File: src/rtl/eth_pkt_pkg.sv
// Shared Ethernet/IPv4 packet constants and types.
// Used by the IPv4 ingress filter and its header checker.
package eth_pkt_pkg;

    localparam int PKT_DW       = 512;
    localparam int ETYPE_OFS    = 12;
    localparam int IP_OFS       = 14;
    localparam int IPLEN_OFS    = 16;
    localparam int IPCSUM_OFS   = 24;
    localparam int IP_HDR_WORDS = 10;

    localparam logic [15:0] ETHERTYPE_IPV4 = 16'h0800;
    localparam logic [7:0]  IPV4_VER_IHL   = 8'h45;
    localparam logic [15:0] IP_MIN_LEN     = 16'd20;

    typedef enum logic [2:0] {
        DR_NONE    = 3'd0,
        DR_ETYPE   = 3'd1,
        DR_VER_IHL = 3'd2,
        DR_LEN     = 3'd3,
        DR_CSUM    = 3'd4
    } drop_reason_t;

    typedef enum logic [1:0] {
        S_HDR  = 2'd0,
        S_PASS = 2'd1,
        S_DROP = 2'd2
    } filt_state_t;

    // Big-endian 16-bit field at byte offset ofs (byte n is lane n).
    function automatic logic [15:0] be16(
        input logic [PKT_DW-1:0] d,
        input int                ofs
    );
        return {d[8*ofs +: 8], d[8*(ofs+1) +: 8]};
    endfunction

endpackage

File: src/rtl/ipv4_hdr_check.sv
// Combinational EtherType / IPv4 header verdict for a header beat.
// Checks are prioritised; pass is high only when no check fails.
module ipv4_hdr_check
    import eth_pkt_pkg::*;
#(
    parameter int DATA_WIDTH = 512,
    parameter int MAX_IP_LEN = 2034
) (
    input  logic [DATA_WIDTH-1:0] hdr,
    output logic                  pass,
    output drop_reason_t          reason
);

    logic [15:0] w_etype;
    logic [7:0]  w_ver_ihl;
    logic [15:0] w_len;
    logic [31:0] w_sum;
    logic [16:0] w_fold;
    logic [15:0] w_csum;

    assign w_etype   = be16(hdr, ETYPE_OFS);
    assign w_ver_ihl = hdr[8*IP_OFS +: 8];
    assign w_len     = be16(hdr, IPLEN_OFS);

    // Plain sum of the ten header words; carries folded below.
    always_comb begin
        w_sum = 32'd0;
        for (int i = 0; i < IP_HDR_WORDS; i++) begin
            w_sum = w_sum + {16'd0, be16(hdr, IP_OFS + 2*i)};
        end
    end

    assign w_fold = {1'b0, w_sum[15:0]} + {1'b0, w_sum[31:16]};
    assign w_csum = w_fold[15:0] + {15'd0, w_fold[16]};

    // First failing check wins.
    always_comb begin
        reason = DR_NONE;
        if (w_etype != ETHERTYPE_IPV4) begin
            reason = DR_ETYPE;
        end else if (w_ver_ihl != IPV4_VER_IHL) begin
            reason = DR_VER_IHL;
        end else if (w_len < IP_MIN_LEN || w_len > 16'(MAX_IP_LEN)) begin
            reason = DR_LEN;
        end else if (w_csum != 16'hFFFF) begin
            reason = DR_CSUM;
        end
    end

    assign pass = (reason == DR_NONE);

endmodule

File: src/rtl/eth_ipv4_filter.sv
// IPv4 ingress filter: forwards valid IPv4 frames, discards the rest.
// One output register stage; full throughput with 1-cycle latency.
module eth_ipv4_filter
    import eth_pkt_pkg::*;
#(
    parameter int DATA_WIDTH = 512,
    parameter int MAX_IP_LEN = 2034
) (
    input  logic                  clk,
    input  logic                  rst_n,
    input  logic [DATA_WIDTH-1:0] s_axis_tdata,
    input  logic                  s_axis_tvalid,
    output logic                  s_axis_tready,
    input  logic                  s_axis_tlast,
    output logic [DATA_WIDTH-1:0] m_axis_tdata,
    output logic                  m_axis_tvalid,
    input  logic                  m_axis_tready,
    output logic                  m_axis_tlast,
    output logic [31:0]           pkt_pass_cnt,
    output logic [31:0]           pkt_drop_cnt,
    output logic [2:0]            last_drop_reason
);

    logic [1:0]            r_rst_sync;
    logic                  w_rst_n;
    filt_state_t           r_state;
    filt_state_t           w_next;
    logic                  w_pass;
    drop_reason_t          w_reason;
    logic                  w_s_ready;
    logic                  w_acc;
    logic                  w_hdr_acc;
    logic                  w_fwd;
    logic [DATA_WIDTH-1:0] r_tdata;
    logic                  r_tvalid;
    logic                  r_tlast;
    logic [31:0]           r_pass_cnt;
    logic [31:0]           r_drop_cnt;
    drop_reason_t          r_last_reason;

    ipv4_hdr_check #(
        .DATA_WIDTH (DATA_WIDTH),
        .MAX_IP_LEN (MAX_IP_LEN)
    ) u_chk (
        .hdr    (s_axis_tdata),
        .pass   (w_pass),
        .reason (w_reason)
    );

    // Reset asserts asynchronously, releases on a clock edge.
    always_ff @(posedge clk or negedge rst_n) begin
        if (!rst_n) begin
            r_rst_sync <= 2'b00;
        end else begin
            r_rst_sync <= {r_rst_sync[0], 1'b1};
        end
    end

    assign w_rst_n = r_rst_sync[1];

    // FSM state register.
    always_ff @(posedge clk or negedge w_rst_n) begin
        if (!w_rst_n) begin
            r_state <= S_HDR;
        end else begin
            r_state <= w_next;
        end
    end

    // FSM next state: a header picks pass/drop, tlast returns to S_HDR.
    always_comb begin
        w_next = r_state;
        unique case (r_state)
            S_HDR: begin
                if (w_acc && !s_axis_tlast) begin
                    w_next = w_pass ? S_PASS : S_DROP;
                end
            end
            S_PASS, S_DROP: begin
                if (w_acc && s_axis_tlast) begin
                    w_next = S_HDR;
                end
            end
            default: w_next = S_HDR;
        endcase
    end

    // FSM outputs: input ready, header accept and forward strobes.
    always_comb begin
        w_s_ready = 1'b0;
        if (w_rst_n) begin
            unique case (r_state)
                S_DROP:  w_s_ready = 1'b1;
                default: w_s_ready = !r_tvalid || m_axis_tready;
            endcase
        end
        w_acc     = s_axis_tvalid && w_s_ready;
        w_hdr_acc = w_acc && (r_state == S_HDR);
        w_fwd     = w_acc && ((r_state == S_PASS) ||
                              ((r_state == S_HDR) && w_pass));
    end

    // Output data register; deliberately not reset.
    always_ff @(posedge clk) begin
        if (w_fwd) begin
            r_tdata <= s_axis_tdata;
        end
    end

    // Output valid/last; held while downstream stalls.
    always_ff @(posedge clk or negedge w_rst_n) begin
        if (!w_rst_n) begin
            r_tvalid <= 1'b0;
            r_tlast  <= 1'b0;
        end else if (w_fwd) begin
            r_tvalid <= 1'b1;
            r_tlast  <= s_axis_tlast;
        end else if (m_axis_tready) begin
            r_tvalid <= 1'b0;
        end
    end

    // Per-frame statistics, updated on each accepted header beat.
    always_ff @(posedge clk or negedge w_rst_n) begin
        if (!w_rst_n) begin
            r_pass_cnt    <= 32'd0;
            r_drop_cnt    <= 32'd0;
            r_last_reason <= DR_NONE;
        end else if (w_hdr_acc) begin
            if (w_pass) begin
                r_pass_cnt <= r_pass_cnt + 32'd1;
            end else begin
                r_drop_cnt    <= r_drop_cnt + 32'd1;
                r_last_reason <= w_reason;
            end
        end
    end

    assign s_axis_tready    = w_s_ready;
    assign m_axis_tdata     = r_tdata;
    assign m_axis_tvalid    = r_tvalid;
    assign m_axis_tlast     = r_tlast;
    assign pkt_pass_cnt     = r_pass_cnt;
    assign pkt_drop_cnt     = r_drop_cnt;
    assign last_drop_reason = r_last_reason;

endmodule

File: config.mk
export PLATFORM = sky130hd
export DESIGN_NAME = eth_ipv4_filter
export DESIGN_NICKNAME = d
export VERILOG_FILES = /design/src/rtl/eth_pkt_pkg.sv /design/src/rtl/ipv4_hdr_check.sv /design/src/rtl/eth_ipv4_filter.sv
export SDC_FILE = /design/constraint.sdc
export NUM_CORES = 1
export LEC_CHECK = 0
export BUFFER_PORTS_ARGS = -buffer_cell sky130_fd_sc_hd__buf_2
export CORE_AREA = 2 2 425 427
export DETAILED_ROUTE_END_ITERATION = 6
export DIE_AREA = 0 0 427 429
export GPL_ROUTABILITY_DRIVEN = 0
export GPL_TIMING_DRIVEN = 0
export SYNTH_ARGS = -nofsm -noshare
export SYNTH_HDL_FRONTEND = slang
export SYNTH_SLANG_ARGS = --single-unit
File: constraint.sdc
create_clock -name clk -period 3 [get_ports clk]
set_input_delay 0.6 -clock clk [delete_from_list [all_inputs] [get_ports clk]]
set_output_delay 0.6 -clock clk [all_outputs]
set_load 0.03 [all_outputs]
==> After elaboration in Yosys (flattened, before gate mapping) <==
Index checks and enable logic that the tools add are counted.
{ "totals": {"reg_bits": 585, "out_inout_bits": 582, "elab_cells": 61} }
{ "op_classes": {"addsub": 13, "magnitude_cmp": 2, "n_eq_ne": 7, "muxes": 12, "n_bitwise": 1, "reduce_logical": 18} }
{ "ops": {"columns": ["operator", "count"], "rows": [
  ["$add A32 B16 Y32", 8],
  ["$add A32 B1 Y32 const B", 2],
  ["$add A16 B16 Y17", 2],
  ["$add A16 B1 Y16", 1],
  ["$gt A16 B11 Y1 const B", 1],
  ["$lt A16 B5 Y1 const B", 1],
  ["$ne A16 B12 Y1 const B", 1],
  ["$ne A16 B16 Y1 const B", 1],
  ["$mux W3", 4],
  ["$ne A8 B7 Y1 const B", 1],
  ["$logic_and A1 B1 Y1", 6],
  ["$mux W2", 3],
  ["$reduce_and A2 Y1", 3],
  ["$mux W1", 4],
  ["$ne A2 B2 Y1 const B", 2],
  ["$pmux W2 S2", 1],
  ["$logic_not A3 Y1", 1],
  ["$logic_or A1 B1 Y1", 3],
  ["$eq A2 B1 Y1 const B", 1],
  ["$eq A2 B2 Y1 const B", 1],
  ["$logic_not A1 Y1", 2],
  ["$logic_not A2 Y1", 1],
  ["$reduce_bool A2 Y1", 1],
  ["$reduce_or A2 Y1", 1],
  ["$not A1 Y1", 1]
]} }

==> Longest topological paths before layout <==
Gate-level depths: netlist of the first run.
{ "depth": {"word_depth": 21, "mapped_depth": 52} }

==> Hierarchy <==
A second synthesis of the first run with hierarchy kept.
{ "hier_totals": {"hier_cells": 1336, "hier_area_um2": 23782.8} }
{ "by_module_without_submodules": {"columns": ["module", "instances", "cells_per_inst", "area_per_inst_um2"], "rows": [
  ["eth_ipv4_filter", 1, 809, 18816.8],
  ["ipv4_hdr_check", 1, 527, 4966.0]
]} }

==> Worst setup path after synthesis of the first run <==
No wires, ideal clock.
{ "synth_timing": {"kind": "in2reg", "startpoint": "in s_axis_tdata[120]", "endpoint": "reg r_tlast (netlist: m_axis_tlast)", "setup_time_ns": 0.200, "arrival_ns": 49.703, "setup_slack_ns": -46.903, "path_stages": 47, "cell_sequence": "ha_1 > inv_1 > fa_1 > nor2b_1 > o21ai_0 > a21boi_0 > o21ai_0 > a21boi_0 > o21ai_0 > a21o_1 > nand3b_1 > xor2_1 > fa_1 > inv_1 > fa_1 > fa_1 > fa_1 > inv_1 > [... 11 more ...] > fa_1 > nand2b_1 > a21oi_1 > and2_1 > clkbuf_1 > nand4_1 > or4_1 > nor2_1 > ha_1 > ha_1 > and2_1 > nor2b_1 > mux2_2 > o21ai_0 > o2111a_1 > nand4_1 > o21ai_0 > mux2_2"} }
{ "synth_via": {"elab_chain_cells": 20} }
{ "synth_lines": {"columns": ["item", "line", "source"], "rows": [
  ["start, declared", "eth_ipv4_filter.sv:11", "input logic [DATA_WIDTH-1:0] s_axis_tdata,"],
  ["$add A16 B16 Y17", "ipv4_hdr_check.sv:29", "w_sum = w_sum + {16'd0, be16(hdr, IP_OFS + 2*i)};"],
  ["$add A32 B16 Y32 (8 in series)", "ipv4_hdr_check.sv:29", null],
  ["$add A16 B16 Y17", "ipv4_hdr_check.sv:33", "assign w_fold = {1'b0, w_sum[15:0]} + {1'b0, w_sum[31:16]};"],
  ["$add A16 B1 Y16", "ipv4_hdr_check.sv:34", "assign w_csum = w_fold[15:0] + {15'd0, w_fold[16]};"],
  ["$ne A16 B16 Y1", "ipv4_hdr_check.sv:45", "end else if (w_csum != 16'hFFFF) begin"],
  ["$mux W3", "ipv4_hdr_check.sv:45", null],
  ["$mux W3", "ipv4_hdr_check.sv:43", "end else if (w_len < IP_MIN_LEN || w_len > 16'(MAX_IP_LEN)) begin"],
  ["$mux W3", "ipv4_hdr_check.sv:41", "end else if (w_ver_ihl != IPV4_VER_IHL) begin"],
  ["$mux W3", "ipv4_hdr_check.sv:39", "if (w_etype != ETHERTYPE_IPV4) begin"],
  ["$logic_not A3 Y1", "ipv4_hdr_check.sv:50", "assign pass = (reason == DR_NONE);"],
  ["$logic_and A1 B1 Y1", "eth_ipv4_filter.sv:100", "((r_state == S_HDR) && w_pass));"],
  ["$logic_or A1 B1 Y1", "eth_ipv4_filter.sv:99", "w_fwd = w_acc && ((r_state == S_PASS) ||"],
  ["$logic_and A1 B1 Y1", "eth_ipv4_filter.sv:99", null],
  ["net w_fwd", "eth_ipv4_filter.sv:33", "logic w_fwd;"],
  ["end signal, assigned", "eth_ipv4_filter.sv:117", "r_tlast <= s_axis_tlast;"],
  ["end, declared", "eth_ipv4_filter.sv:36", "logic r_tlast;"]
]} }
The timed path passes the listed nets, and every way through them passes these cells.
A chain may end at the register's enable or synchronous reset.

==> Worst setup path in the final report of the first run <==
{ "layout_timing": {"startpoint": "in s_axis_tdata[121]", "endpoint": "reg r_tdata[142] (netlist: m_axis_tdata[142]) (enable)"} }
{ "layout_via": {"elab_chain_cells": 20} }
{ "layout_lines": {"columns": ["item", "line", "source"], "rows": [
  ["$add A16 B16 Y17", "ipv4_hdr_check.sv:29", null],
  ["$add A32 B16 Y32 (8 in series)", "ipv4_hdr_check.sv:29", null],
  ["$add A16 B16 Y17", "ipv4_hdr_check.sv:33", null],
  ["$add A16 B1 Y16", "ipv4_hdr_check.sv:34", null],
  ["$ne A16 B16 Y1", "ipv4_hdr_check.sv:45", null],
  ["$mux W3", "ipv4_hdr_check.sv:45", null],
  ["$mux W3", "ipv4_hdr_check.sv:43", null],
  ["$mux W3", "ipv4_hdr_check.sv:41", null],
  ["$mux W3", "ipv4_hdr_check.sv:39", null],
  ["$logic_not A3 Y1", "ipv4_hdr_check.sv:50", null],
  ["$logic_and A1 B1 Y1", "eth_ipv4_filter.sv:100", null],
  ["$logic_or A1 B1 Y1", "eth_ipv4_filter.sv:99", null],
  ["$logic_and A1 B1 Y1", "eth_ipv4_filter.sv:99", null],
  ["net w_fwd", "eth_ipv4_filter.sv:33", null],
  ["end signal, assigned", "eth_ipv4_filter.sv:106", "r_tdata <= s_axis_tdata;"],
  ["end, declared", "eth_ipv4_filter.sv:34", "logic [DATA_WIDTH-1:0] r_tdata;"]
]} }
The timed path passes the listed nets, and every way through them passes these cells.

==> results of run 1 <==
-- registers in the layout (all words and copies together) (netlist names) --
signal / cells
r_state: 2
pkt_pass_cnt: 32
last_drop_reason: 3
m_axis_tlast: 1
pkt_drop_cnt: 32
r_rst_sync: 2
m_axis_tdata: 512
m_axis_tvalid: 1
-- worst paths after layout --
| kind | depth (start not counted) | slack [ns] | end | startpoint |
|---|---|---|---|---|
| setup / recovery | 53 | -7.17 | m_axis_tdata[142] | s_axis_tdata[121] |
| hold / removal | 1 | 0.08 | m_axis_tdata[387] | s_axis_tdata[387] |
| setup reg to reg | 10 | -0.83 | pkt_drop_cnt[31] | pkt_drop_cnt[4] |
| hold reg to reg | 0 | 0.21 | pkt_drop_cnt[9] | r_rst_sync[1] |
| max in group asynchronous | 1 | 2.19 | pkt_pass_cnt[25] | r_rst_sync[1] |
| min in group asynchronous | 0 | 0.21 | pkt_drop_cnt[9] | r_rst_sync[1] |
-- final cells by class --
class	instances	area, sq um	area share, %
Inverter	143	537	1.29
Sequential cell	585	17200	41.4
Antenna cell	51	128	0.307
Multi-Input combinational cell	670	6960	16.7
Clock buffer	96	1980	4.76
Tap cell	2355	2950	7.09
Clock inverter	41	559	1.35
Timing Repair Buffer	1530	11000	26.6
Buffer	26	194	0.467
-- cells by family (layout without fill, tap and decap cells) --
kind of cell / count (synthesis) / in the layout / synth area share, %
flops: 585 / 585 / 71.3
simple gates: 269 / 269 / 6.20
buf+inv: 171 / 1836 / 2.83
fa+ha+maj: 161 / 161 / 11.9
compound gates: 136 / 136 / 3.99
xor+xnor: 98 / 98 / 3.56
mux: 5 / 5 / 0.233
other cells: 1 / 52 / 0.0155
-- repair_timing --
action,4_1_cts,5_1_grt
pin swaps,40,62
hold endpoints to repair,264,0
endpoints found under the setup margin,583,583
gates cloned,30,30
resized for setup,92,91
buffers inserted,71,38
hold buffers,263,0
-- cell usage after synthesis (all sizes together), types with 2 or more instances --
library cell	number
a2111oi	8
a211oi	13
a21boi	4
a21o	5
a21oi	40
a221oi	2
a2bb2oi	2
a31oi	3
and2	12
and3	16
and4	5
buf	12
clkbuf	16
dfrtp	73
edfxtp	512
fa	113
ha	48
inv	143
mux2	5
nand2	46
nand2b	5
nand3	27
nand4	34
nor2	44
nor2b	6
nor3	30
nor3b	4
nor4	16
nor4b	3
o2111ai	4
o211a	3
o211ai	7
o21a	4
o21ai	20
o21ba	2
o21bai	2
o22ai	2
o31a	3
o31ai	2
or2	8
or3	4
or4	4
xnor2	21
xor2	77
-- power by group through the flow --
| stage | Combinational [mW] | Clock [mW] | Sequential [mW] |
|---|---|---|---|
| 6_report | 21.8 | 9.45 | 8.97 |
| 5_1_grt | 23.9 | 10.0 | 8.98 |
| 4_1_cts | 19.9 | 9.77 | 8.97 |
| 3_5_place_dp | 17.8 | 0 | 9.14 |
| 3_3_place_gp | 17.7 | 0 | 9.15 |
| 2_1_floorplan | 15.0 | 0 | 9.21 |
-- worst max-delay path, delay by kind of cell --
| kind | cells | cell delay, ns |
|---|---|---|
| AO/OA/AOI/OAI | 15 | 2.49 |
| AND/OR/NAND/NOR | 13 | 2.07 |
| XOR/XNOR | 1 | 0.21 |
| buffers and inverters | 14 | 1.62 |
| adder cells (fa/ha/maj) | 9 | 3.23 |
| multiplexers | 1 | 0.31 |
-- layer usage --
layer	GRT usage, %	up-vias
met2	24.4	1113
li1	-	8521
met4	9.53	18
met5	0	-
met3	4.39	336
met1	13.8	9879
==> results.ini, run 1 <==
[timing]
setup_viol=583
fmax_ghz=0.0984
fin_crit_sh_pct=339
layout_setup_ws_ns=-7.17
fin_crit_ns=10.17
worst_pin_slew_ns=0.967
slew_headroom_pct=35.3
finClkSkew_ns=0.0489
hold_viol_final=0
hold_ws_ns=0.0768
rsz0062_at_grt=true
setup_tns_ns=-4074.84
drv_slew=0

[run_status]
outcome=finished with violations
violations=negative setup slack

[cells_and_area]
final_util_pct=23.3
design_area_sq_um=41500
num-nets-final=3709
stdcell_count=5497
layout_common_cells=buf_2, edfxtp_1, dlygate4sd3_1
final_common_cell=buf_2
drive_above_1_share_pct=49.6
area_delta_synth_final_pct=72.2
fillers=18700

[pwr]
p_leak_nw=17.1
power_mw=40.2
ir_worst_vdd_uv=1400
pwr-share-clk_pct=23.5
combPwrFrac_pct=54.2
p_int_mw=23.5
power_frac_seq_pct=22.3
power_switching_mw=16.7
sw_frac_of_total_pct=41.6
p_per_area_nw_per_um2=969

[route]
wl_met2_mm=67.8
wl_per_cell_um=24.5
antenna_left=0
drc_errors=0
dr.pass1.iters=5
met1_length_mm=44.0
routed_wl_mm=134
vias=19900
top_layer=met5
wl_met3_mm=12.2
drtIter0Drc=1637
viasPerCell=3.61

[place]
place_hpwl_mm=104
place_area_sq_um=33500
dp_cells=4901
place_ws_ns=-10.47
port_buffers=1098

[critical_path]
crit_path_frequent_cell=fa_1
crit_required_ns=3.42
critPathSlowestCell=fa_1
crit_path_max_fanout=6
start_kind=primary input
end_kind=register
cp.arrival_ns=10.59
criticalPathCategory=primary input to register
cpPeakStageDelay_ns=0.55

[clocking]
clockBufferDepth=3
cts-root-buf=clkbuf_16
cts_made_buffers=75
cts_tree=done
path_clk_slew_ns=0.07
cts.sinks=585
cts_max_level=3
clkLatencyLatePin_ns=0.72

[floorplanning]
die_y_um=429
core_area_sq_um=178000
pin_count=1099
die_x_um=427
start_util_pct=13.6
die_area_sq_um=183000
rows=155

[global_routing]
grt_max_degree=56
antenna_found_initial=90
grt_pass1_vias=19800
grt_pass1_wl_mm=171
gr-usage-all-layers_pct=13.8
grt_remaining_overflow=0

[synthesis]
synthesis.nets=2104
synth.area.top_cells=edfxtp_1, fa_1, dfrtp_1, xor2_1, ha_1
syn_avg_cell_area_sq_um=16.9
yosys_warnings=0
async_flop_share_pct=12.5
synth.distinct_cells=75
ys.flop_type=edfxtp_1
synth_seq_area_share_pct=71.3
synth-edff-count=512
netlist_instances=1426
netlist.area_leader.share_pct=63.7
synth_largest_area_cell=edfxtp_1
syn-cell-area_sq_um=24100
ys_ff_latch=585

[run]
maxCapViolCount=0

[hold_path]
hp-class=primary input to register

(Power assumes the default switching activity.)
==> inputs of run 2 (changes only) <==
BUFFER_PORTS_ARGS = unset   (was -buffer_cell sky130_fd_sc_hd__buf_2)
CELL_PAD_IN_SITES_DETAIL_PLACEMENT = 2   (was unset)
CELL_PAD_IN_SITES_GLOBAL_PLACEMENT = 2   (was unset)
CORE_AREA = 2 2 429 431   (was 2 2 425 427)
DIE_AREA = 0 0 431 433   (was 0 0 427 429)
DONT_BUFFER_PORTS = 1   (was unset)
PLACE_DENSITY_LB_ADDON = 0.1   (was unset)
==> run 2 against run 1 <==
- sequential power increased by 1%
- sequential share of layout area increased by 3.6 points
- clock power about the same
- the flow still finishes with violations (negative setup slack)
- clock skew decreased by 0.035 ns
- sequential cell count unchanged
- critical endpoint is now m_axis_tdata[311]
- die area increased by 1.9%
- global-route usage decreased by 0.43 points
- worst hold slack improved by 0.063 ns
- largest cell class unchanged
- maximum frequency decreased by 1.1%
==> results.ini, run 2 (synthesized netlist as in run 1, its figures left out) <==
[global_routing]
grt_use_met2_pct=26.0
grt_max_degree=38
grt_pass1_wl_mm=168
grt_remaining_overflow=0
use_met3_pct=4.95
grt_pass1_vias=18000
antenna_found_initial=74
busiest_layer=met2
met1_usage_pct=12.9
gr-usage-all-layers_pct=13.4

[critical_path]
r2r_cells=10
r2r-start=pkt_drop_cnt[4]
crit_required_ns=3.41
crit_path_frequent_cell=o21ai_2
start_kind=primary input
critPathSlowestCell=fa_2
cpPeakStageDelay_ns=0.59
crit_path_max_fanout=7
reg2reg_to=pkt_drop_cnt[31]
ff2ff_setup_slack_ns=-1.26
startpoint=s_axis_tdata[122]
criticalPathCategory=primary input to register
cp.arrival_ns=10.70
end_kind=register

[clocking]
clockBufferDepth=3
path_clk_slew_ns=0.06
cts-root-buf=clkbuf_16
cts_max_level=3
cts_made_buffers=78
cts.sinks=585
clkLatencyLatePin_ns=0.69
cts_tree=done

[cells_and_area]
final_common_cell=dlygate4sd3_1
drive_above_1_share_pct=18.9
fillers=19600
layout_common_cells=dlygate4sd3_1, edfxtp_1, inv_1
final_util_pct=21.0
area_delta_synth_final_pct=58.6
largest_register_ffs=512
multiInputGateArea_sq_um=6950
num-nets-final=2851
regArea_sq_um=17200
design_area_sq_um=38300

[timing]
hold_viol_final=0
setup_tns_ns=-4125.07
fin_crit_ns=10.28
slew_headroom_pct=27.7
rsz0062_at_grt=true
layout_setup_ws_ns=-7.28
fin_crit_sh_pct=343
worst_pin_slew_ns=1.08
finClkSkew_ns=0.0138
drv_slew=0
fmax_ghz=0.0972
setup_viol=583
hold_ws_ns=0.140

[pwr]
p_leak_nw=13.7
p_per_area_nw_per_um2=1090
power_mw=41.7
ir_worst_vdd_uv=877

[route]
drtIter0Drc=653
viasPerCell=3.45
drc_errors=0
routed_wl_mm=130
wl_per_cell_um=28.1
dr.pass1.iters=5
vias=16000
antenna_left=0

[run_status]
violations=negative setup slack
outcome=finished with violations

[floorplanning]
rows=157
die_y_um=433
die_area_sq_um=187000
start_util_pct=13.2
core_area_sq_um=182000
die_x_um=431
pin_count=1099

[hold_path]
min_to=m_axis_tvalid
hp-class=primary input to register
worstHoldStart=m_axis_tready
hold_depth=2

[place]
port_buffers=0
place_area_sq_um=28000
place_hpwl_mm=102

[run]
maxCapViolCount=0

## run 2: cell count changes in the layout (fill, tap and decap cells not counted), moves of 3 or more
cell	before	now
buf_8	23	17
dlygate4sd3_1	263	514
inv_8	3	0
diode_2	51	16
buf_6	18	11
ha_4	10	7
buf_2	1096	1
clkinv_2	4	10
clkbuf_1	31	22
clkinv_1	8	13
## run 2: final cells by class
type	instances	share of cell area [%]
Tap cell	2385	7.80
Inverter	143	1.40
Clock inverter	48	1.37
Timing Repair Buffer	668	20.4
Multi-Input combinational cell	670	18.2
Antenna cell	16	0.105
Buffer	27	0.530
Clock buffer	89	5.27
Sequential cell	585	45.0
## run 2: timing repair
item,in CTS,in global routing
pin swaps,37,6
gates cloned,33,21
hold buffers,513,1
endpoints found under the setup margin,584,584
hold endpoints to repair,515,1
gates resized for setup,115,53
setup buffers,70,28
## run 2: metal layers
layer  wire length, um  vias up
met1             43100     8231
li1                  -     6755
met4              4010        0
met3             10700      236
met5                 0        -
met2             72500      746
## run 2: critical path: cells and delay by family
family,cells,cell delay [ns]
compound gates,16,2.74
xor+xnor,2,0.34
fa+ha+maj,10,3.51
buf+inv,11,1.18
mux,1,0.32
simple gates,10,1.95
## run 2: where the power goes
group | switching [mW] | internal (mW) | total [mW]
Sequential | 0.188 | 8.90 | 9.09
Combinational | 14.1 | 9.11 | 23.2
Clock | 4.04 | 5.41 | 9.44
Total | 18.3 | 23.4 | 41.7
## run 2: metrics by stage
step	setup slack, ns	instances
6_report	-7.28	4631
3_5_place_dp	-10.80	3833
2_1_floorplan	-15.08	1426
4_1_cts	-7.45	4580
5_1_grt	-7.85	4627
3_3_place_gp	-21.99	3811
## run 2: how the worst max path moves through the flow
stage | to | slack (ns) | cells after the start
after CTS | m_axis_tdata[130] | -7.45 | 53
after floorplan | m_axis_tlast | -15.08 | 47
after detailed placement | m_axis_tdata[117] | -10.80 | 52
final | m_axis_tdata[311] | -7.28 | 50
after global routing | m_axis_tdata[279] | -7.85 | 52
after global placement | m_axis_tlast | -21.99 | 47
==> inputs of run 3 (changes only) <==
CORE_AREA = 2 2 433 435   (was 2 2 429 431)
DIE_AREA = 0 0 435 437   (was 0 0 431 433)
MAX_ROUTING_LAYER = met4   (was unset)
SYNTH_HIERARCHICAL = 1   (was unset)
==> run 3 against run 2 <==
- the flow still finishes with violations (negative setup slack)
- cell count decreased by 0.50%
- wire length down 6.3%
- die area rose by 1.9%
- sequential power is essentially flat
- clock power rose by 2.4%
- global-route usage is 0.49 points lower
- combinational power down 19%
- worst hold slack got worse by 0.0050 ns
- total power decreased by 9.8%
- design area is 2.4% lower
- largest power group unchanged
==> results.ini, run 3 <==
[timing]
setup_viol=584
drv_slew=0
layout_setup_ws_ns=-6.84
hold_viol_final=0
fmax_ghz=0.102
fin_crit_sh_pct=328
fin_crit_ns=9.84
worst_pin_slew_ns=0.972
hold_ws_ns=0.135
slew_headroom_pct=34.6
finClkSkew_ns=0.0244
rsz0062_at_grt=true

[run]
maxCapViolCount=0

[floorplanning]
core_area_sq_um=185000
start_util_pct=12.9
die_y_um=437
die_x_um=435
die_area_sq_um=190000
rows=158
pin_count=1099

[pwr]
power_frac_seq_pct=24.1
pwr-share-clk_pct=25.7
ir_worst_vdd_uv=1230
p_per_area_nw_per_um2=1010
p_int_mw=23.1
power_switching_mw=14.5
p_leak_nw=13.0
combPwrFrac_pct=50.2
sw_frac_of_total_pct=38.7

[synthesis]
synth.distinct_cells=83
synth-xor-area-share_pct=3.65
netlist.area_leader.share_pct=64.6
syn-cell-area_sq_um=23800
synth.most_common_cell=edfxtp_1
async_flop_share_pct=12.5
synth_fa_ha_area_share_pct=12.2
synth-edff-count=512
ys_ff_latch=585
synth_largest_area_cell=edfxtp_1
ys_top_cells_by_count=edfxtp_1, inv_1, fa_1
synth_compound_area_share_pct=2.83
synth_top_family_by_area=adder cells
synth-simple-area-share_pct=6.02
synth_seq_area_share_pct=72.3
synthesis.nets=2018
muxShareOfSynthArea_pct=0.458
yosys_warnings=6
netlist_instances=1336
syn_avg_cell_area_sq_um=17.8
synth.area.top_cells=edfxtp_1, fa_1, dfrtp_1, ha_1, xnor2_1
ys.flop_type=edfxtp_1

[cells_and_area]
area_delta_synth_final_pct=57.0
final_common_cell=dlygate4sd3_1
num-nets-final=2730
design_area_sq_um=37300
largest_register_ffs=512
layout_common_cells=dlygate4sd3_1, edfxtp_1, inv_1
drive_above_1_share_pct=16.2
fillers=20100

[place]
port_buffers=0
place_area_sq_um=27400
place_hpwl_mm=91.8

[clocking]
clockBufferDepth=3
cts_max_level=3
cts_tree=done
cts.sinks=585
cts-root-buf=clkbuf_16
clkLatencyLatePin_ns=0.70
path_clk_slew_ns=0.06
cts_made_buffers=75

[critical_path]
crit_required_ns=3.42
r2r_cells=11
cpPeakStageDelay_ns=0.62
end_kind=register
criticalPathCategory=primary input to register
cp.arrival_ns=10.27
startpoint=s_axis_tdata[121]
crit_path_max_fanout=5
reg2reg_to=m_axis_tdata[16]
critPathSlowestCell=fa_2
endpoint=m_axis_tdata[16]
start_kind=primary input
ff2ff_setup_slack_ns=-0.18
r2r-start=m_axis_tvalid

[route]
vias=15100
routed_wl_mm=122
drc_errors=0
viasPerCell=3.28
drtIter0Drc=597
antenna_left=0
dr.pass1.iters=4
wl_per_cell_um=26.5

[global_routing]
grt_max_degree=57
grt_remaining_overflow=0
grt_pass1_vias=17400
antenna_found_initial=59
gr-usage-all-layers_pct=12.9
grt_pass1_wl_mm=162

[hold_path]
hp-class=primary input to asynchronous set/reset pin

[run_status]
outcome=finished with violations
violations=negative setup slack

## run 3: changes by cell type in the layout (fill, tap and decap cells not counted), moves of 7 or more
cell,before,now
nor3_1,30,14
nor2_1,39,23
nand2_1,45,34
xor2_1,72,16
bufbuf_16,1,9
buf_8,17,6
ha_1,37,44
buf_12,29,15
clkbuf_16,97,79
buf_4,54,42
a21oi_2,24,8
clkbuf_1,22,10
xnor2_1,16,72
## run 3: repair_timing
| action | in CTS | in global routing |
|---|---|---|
| pin swaps | 29 | 12 |
| buffers inserted | 59 | 13 |
| setup endpoints to repair | 584 | 584 |
| resized for setup | 104 | 13 |
| hold buffers | 515 | 0 |
| endpoints found under the hold margin | 516 | 0 |
| cloned | 39 | 4 |
## run 3: final cells by class
class | count | area (sq um) | share of cell area (%)
repair buffers | 635 | 7340 | 19.7
diodes | 19 | 47.5 | 0.127
clock buffers | 86 | 1940 | 5.19
flip-flops and latches | 585 | 17200 | 46.1
well taps | 2480 | 3100 | 8.31
clock inverters | 52 | 643 | 1.72
multi-input cells | 600 | 6460 | 17.3
plain buffers | 7 | 56.3 | 0.151
inverters | 144 | 552 | 1.48
## run 3: metrics by stage
step	setup WS, ns	util [%]	std cells	power, mW	TNS [ns]
6_report	-6.84	20.2	4608	37.6	-3857.71
3_5_place_dp	-10.78	14.8	3831	24.0	-5687.01
2_1_floorplan	-12.70	-	1336	19.9	-6904.10
4_1_cts	-6.90	20.1	4575	37.6	-3915.99
3_3_place_gp	-19.19	14.6	3816	23.9	-
5_1_grt	-7.35	20.2	4596	40.5	-4163.00
## run 3: power by group through the flow
stage | clock, mW | sequential [mW] | combinational (mW)
finish | 9.67 | 9.07 | 18.9
floorplan | 0 | 9.20 | 10.7
detailed placement | 0 | 9.26 | 14.7
global route | 10.3 | 9.08 | 21.1
global placement | 0 | 9.27 | 14.6
CTS | 10.0 | 9.08 | 18.5
## run 3: worst min-delay path by stage
stage	endpoint	slack (ns)	cells past startpoint
floorplan	r_rst_sync[0]	0.30	0
global placement	r_rst_sync[0]	0.30	0
detailed placement	r_rst_sync[0]	0.30	0
CTS	r_rst_sync[1]	0.04	1
global route	r_rst_sync[0]	0.09	1
finish	r_rst_sync[1]	0.13	1
## run 3: layer usage
| metal | track usage [%] | share of wire [%] |
|---|---|---|
| met1 | 12.1 | 33 |
| met2 | 25.0 | 57 |
| met3 | 3.88 | 6.8 |
| met4 | 3.77 | 2.7 |
| met5 | - | 0 |
## run 3: kinds of logic (layout without fill, tap and decap cells)
family / Yosys count / in the layout
other: 1 / 20
AND/OR/NAND/NOR: 239 / 239
buffers and inverters: 151 / 924
adder cells (fa/ha/maj): 165 / 165
flip-flops: 585 / 585
AO/OA/AOI/OAI: 90 / 90
XOR/XNOR: 95 / 95
multiplexers: 10 / 10
## run 3: critical path: cells and delay by family
family	cells	cell delay, ns
buffers and inverters	11	1.27
xor gates and xnor gates	2	0.21
AOI/OAI and AO/OA	14	2.30
muxes	1	0.23
and+or+nand+nor	14	2.56
adders and majority gates	8	3.01
